<file path="config.mk">
export PLATFORM = sky130hd
export DESIGN_NAME = spike_delay_line
export DESIGN_NICKNAME = d
export VERILOG_FILES = /design/src/rtl/spike_delay_line.sv
export SDC_FILE = /design/constraint.sdc
export NUM_CORES = 1
export LEC_CHECK = 0
export ABC_AREA = 1
export CORE_AREA = 5 5 365 367
export CTS_BUF_LIST = sky130_fd_sc_hd__clkbuf_4 sky130_fd_sc_hd__clkbuf_8 sky130_fd_sc_hd__clkbuf_16
export DETAILED_ROUTE_END_ITERATION = 16
export DIE_AREA = 0 0 370 372
export PLACE_DENSITY_LB_ADDON = 0.08
export REMOVE_ABC_BUFFERS = 1
export SYNTH_ARGS = -nofsm -noshare
export SYNTH_HDL_FRONTEND = slang
export SYNTH_SLANG_ARGS = --single-unit
</file>
<file path="constraint.sdc">
create_clock -name clk -period 7.5 [get_ports clk]
set_input_delay 2.25 -clock clk [delete_from_list [all_inputs] [get_ports clk]]
set_output_delay 2.25 -clock clk [all_outputs]
set_load 0.01 [all_outputs]
</file>
<file path="src/rtl/spike_delay_line.sv">
// Delays each rising edge of an asynchronous spike input by a programmable number of
// cycles and re-emits it as a single-cycle pulse; in-flight spikes are queued as due-times.
module spike_delay_line #(
    parameter int DEPTH_LOG2 = 6,
    parameter int CNT_W      = 18
) (
    input  logic                  clk,
    input  logic                  reset,
    input  logic                  spike_in,
    input  logic [CNT_W-1:0]      delay_cycles,
    output logic                  spike_out,
    output logic [DEPTH_LOG2:0]   pending,
    output logic [15:0]           drop_cnt
);

    localparam int DEPTH = 1 << DEPTH_LOG2;
    localparam logic [DEPTH_LOG2:0]   FULL_COUNT = {1'b1, {DEPTH_LOG2{1'b0}}};
    localparam logic [DEPTH_LOG2:0]   COUNT_ONE  = {{DEPTH_LOG2{1'b0}}, 1'b1};
    localparam logic [DEPTH_LOG2-1:0] PTR_ONE    = {{(DEPTH_LOG2-1){1'b0}}, 1'b1};
    localparam logic [CNT_W:0]        T_ONE      = {{CNT_W{1'b0}}, 1'b1};

    logic                  sync1;
    logic                  sync2;
    logic                  sync3;
    logic                  accept;
    logic [CNT_W:0]        t;
    logic [CNT_W:0]        t_next;
    logic [CNT_W:0]        due_new;
    logic [CNT_W:0]        head_due;
    logic [CNT_W:0]        head_age;
    logic [DEPTH_LOG2-1:0] wr_ptr;
    logic [DEPTH_LOG2-1:0] rd_ptr;
    logic [DEPTH_LOG2:0]   count;
    logic [CNT_W:0]        mem [DEPTH];
    logic                  full;
    logic                  pop;
    logic                  push;
    logic                  drop;

    assign t_next   = t + T_ONE;
    // The due-time is referenced to the cycle in which the new entry is first visible,
    // which gives delay_cycles + 4 edges from the first high sample to the pulse.
    assign due_new  = t_next + {1'b0, delay_cycles};
    assign head_due = mem[rd_ptr];
    assign head_age = t - head_due;
    // Age MSB clear means t has reached or passed the head's due-time (wrap-safe).
    assign pop      = (count != '0) && !head_age[CNT_W];
    assign full     = (count == FULL_COUNT);
    assign push     = accept && (!full || pop);
    assign drop     = accept && full && !pop;
    assign pending  = count;

    always_ff @(posedge clk or posedge reset) begin
        if (reset) begin
            sync1     <= 1'b0;
            sync2     <= 1'b0;
            sync3     <= 1'b0;
            accept    <= 1'b0;
            t         <= '0;
            wr_ptr    <= '0;
            rd_ptr    <= '0;
            count     <= '0;
            spike_out <= 1'b0;
            drop_cnt  <= '0;
        end else begin
            sync1     <= spike_in;
            sync2     <= sync1;
            sync3     <= sync2;
            accept    <= sync2 & ~sync3;
            t         <= t_next;
            spike_out <= pop;
            if (push) begin
                wr_ptr <= wr_ptr + PTR_ONE;
            end
            if (pop) begin
                rd_ptr <= rd_ptr + PTR_ONE;
            end
            case ({push, pop})
                2'b10:   count <= count + COUNT_ONE;
                2'b01:   count <= count - COUNT_ONE;
                default: count <= count;
            endcase
            if (drop && (drop_cnt != 16'hFFFF)) begin
                drop_cnt <= drop_cnt + 16'd1;
            end
        end
    end

    // Storage carries no reset; entries are only read while count says they are live.
    always_ff @(posedge clk) begin
        if (push) begin
            mem[wr_ptr] <= due_new;
        end
    end

endmodule

</file>
==> flow_summary.yaml <==
placement:
  hpwl_um: 92000
  gp_congestion: 0.838
  postPlaceCellArea_um2: 55400
  port_buffers: 44
  pre_cts_ws_ns: 0.625
synthesis:
  muxShareOfSynthArea_pct: 0
  synth.most_common_cell: "edfxtp_1"
  synth_compound_area_share_pct: 11.7
  yosysTopAreaCellShare_pct: 70.9
  ys_seq_area_share_pct: 73.8
  synth-seq-cells: 1275
  async_flop_share_pct: 4.63
  syn_inst: 4041
  syn_area_um2: 51500
  synth_top_cell_by_area: "edfxtp_1"
  ys_top_cells_by_area: "edfxtp_1 71%, o21ai_0 4.6%, nor2_1 4.2%, nand2_1 4.1%, o22ai_1 2.9%"
  ys_warn_count: 0
  yosys.area_share.simple_pct: 9.88
  synth_cell_types: 43
  syn_avg_cell_area_um2: 12.7
  synth_enable_flop_cells: 1216
  synth_xor_area_share_pct: 1.05
  synth_ff_type: "edfxtp_1"
  synthTopCellsByCount: "1216 x edfxtp_1, 581 x nor2_1, 563 x nand2_1, 469 x o21ai_0, 240 x o22ai_1"
  synth_top_family_by_area: "compound AO/OA/AOI/OAI gates"
  synth_fa_ha_area_share_pct: 1.15
global_route:
  grtUsageMet2_pct: 37.2
  overflow: 0
  grt_pass1_wl_um: 230000
  antenna_found_initial: 5
  grt_util_met1_pct: 32.5
  busiest_layer: "met2"
  grt_pass1_vias: 31711
  gr-usage-met3_pct: 3.25
  grt_max_degree: 164
  grt.total_usage_pct: 22.9
timing:
  period_needed_ns: 6.45
  tightest_slew_ns: 1.35
  setup_viol: 0
  finalHoldViolations: 0
  fin_crit_sh_pct: 86.0
  setup_tns_ns: 0
  fmax_mhz: 155
  slew_violations: 0
  worst_slack_ns: 1.05
  fin_skew_ns: 0.0254
  hold-worst-slack_ns: 0.351
  rsz0062_at_grt: "no"
  relSlewSlack_pct: 7.48
route:
  drt-total-wl_um: 159000
  ant_nets: 0
  drc: 0
  via_count: 33402
  vias_per_cell: 5.56
  wire_per_inst_um: 26.4
  drt_iter0_markers: 3130
  firstDrtPassIters: 6
clocking:
  cts_setup_buffers: 0
  cts-root-buf: "clkbuf_16"
  cts_tree: "built"
  holdBufCountCts: 0
  clock_sinks: 1275
  cts_made_buffers: 142
  ctsHtreeMaxLevel: 4
  clkTransAtPathRegs_ns: 0.06
  insertion_delay_ns: 0.78
  clk_path_buf_depth: 3
  cts_resized: 0
setup_path:
  path_max_fanout: 98
  rrSetupSlack_ns: 1.05
  arrival_ns: 6.87
  required_ns: 7.92
  r2r_end: "mem[30][15]$_DFFE_PP_"
  critical_path.endpoint: "mem[30][15]$_DFFE_PP_"
  cp-start-kind: "flip-flop"
  path_class: "flip-flop to flip-flop"
  reg2reg_from: "rd_ptr[1]$_DFFE_PP0N_"
  worst_r2r_path_depth: 23
  startpoint: "rd_ptr[1]$_DFFE_PP0N_"
  end_kind: "flip-flop"
power:
  vdd_ir_drop_max_mv: 0.384
  p_leak_nw: 20.0
  p_per_area_nw_per_um2: 377
cells_and_area:
  n_antenna_cell: 0
  drive_gt1_share_pct: 12.3
  area_delta_synth_final_pct: 16.2
  fin_area_um2: 59900
  layout.nets: 4231
floorplanning:
  rows: 132
  start_util_pct: 39.9
  fp.coreArea_um2: 129000
  dieArea_um2: 138000
  die_y_um: 372
  ios: 45
  die_w_um: 370
worst_hold_path:
  hold_class: "flip-flop to flip-flop"
run:
  drv_cap: 0
status:
  status: "finished clean"
worst min path at each step:
| stage | start | endpoint | cells past startpoint |
|---|---|---|---|
| detailed placement | sync1$_DFF_PP0_ | sync2$_DFF_PP0_ | 0 |
| finish | sync1$_DFF_PP0_ | sync2$_DFF_PP0_ | 0 |
| floorplan | sync1$_DFF_PP0_ | sync2$_DFF_PP0_ | 0 |
| CTS | sync1$_DFF_PP0_ | sync2$_DFF_PP0_ | 0 |
| global placement | sync1$_DFF_PP0_ | sync2$_DFF_PP0_ | 0 |
| global route | sync1$_DFF_PP0_ | sync2$_DFF_PP0_ | 0 |
layout by cell type (no fill, tap or decap), drive strengths merged:
| cell | n |
|---|---|
| edfxtp | 1216 |
| nor2 | 582 |
| nand2 | 566 |
| o21ai | 505 |
| o22ai | 240 |
| a21oi | 199 |
| buf | 186 |
| clkbuf | 180 |
| nand3 | 86 |
| inv | 73 |
| a2111oi | 72 |
| dfrtp | 59 |
| clkinv | 54 |
| xor2 | 51 |
| clkdlybuf4s50 | 44 |
| ha | 44 |
| o311ai | 32 |
| nor3 | 17 |
| nand4 | 16 |
| xnor2 | 11 |
| nor4 | 7 |
| clkinvlp | 5 |
| bufinv | 5 |
| a21boi | 4 |
| o31ai | 3 |
| a211oi | 2 |
| o221ai | 2 |
| fa | 2 |
| nor4b | 1 |
| and3b | 1 |
| and2 | 1 |
| and3 | 1 |
| o211ai | 1 |
| o21bai | 1 |
| a31o | 1 |
flip-flops by register name, indices dropped and copies added (netlist names):
register and cells:
sync1 1, sync2 1, accept 1, sync3 1
mem 1216, rd_ptr 6, t 19, wr_ptr 6
pending 7, drop_cnt 16, spike_out 1
cells by family (layout without fill, tap and decap cells):
logic type / Yosys count / after routing
simple gates: 1278 / 1278
flops: 1275 / 1275
compound gates: 1062 / 1062
buf+inv: 318 / 547
xor+xnor: 62 / 62
fa+ha+maj: 46 / 46
power breakdown:
| group | total [mW] | internal (mW) | switching, mW |
|---|---|---|---|
| registers | 8.13 | 8.00 | 0.133 |
| clock network | 6.67 | 3.84 | 2.83 |
| logic | 7.74 | 2.09 | 5.66 |
worst max-delay path, stage by stage (launching register included):
cell and delay, ns:
dfrtp_4 0.67, inv_8 0.60, buf_4 0.40, o21ai_0 0.14, o22ai_1 0.24, a2111oi_1 0.14
buf_4 0.18, o311ai_0 0.54, o31ai_1 0.27, ha_1 0.36, nand2_1 0.07, nor3_1 0.23
nor4b_1 0.29, nand2_1 0.13, nand3_1 0.14, nand2_1 0.07, nand2_1 0.05, nand2_1 0.20
inv_2 0.19, buf_4 0.23, nand3_1 0.15, buf_4 0.23, nor2_2 0.09, buf_4 0.35
area by class of cell:
type	instances	area, um^2
repair buffers	231	2230
multi-input cells	2448	12800
clock buffers	179	3870
well taps	1742	2180
clock inverters	71	554
inverters	66	269
flip-flops and latches	1275	38000
fillers	11672	69300
routing by layer:
metal	vias up	part of all wire (%)
li1	15200	-
met1	16984	44
met2	997	47
met3	219	5.7
met4	2	2.5
met5	-	0.013
through the flow:
| step | instances | utilization [%] | total power [mW] |
|---|---|---|---|
| final | 6012 | 46.4 | 22.5 |
| after global routing | 6012 | 46.4 | 23.6 |
| after CTS | 6011 | 46.4 | 22.7 |
| after detailed placement | 5761 | 42.9 | 16.0 |
| after global placement | 5760 | 42.9 | 16.0 |
| after floorplan | 3789 | - | 12.4 |
(Power assumes the default switching activity.)
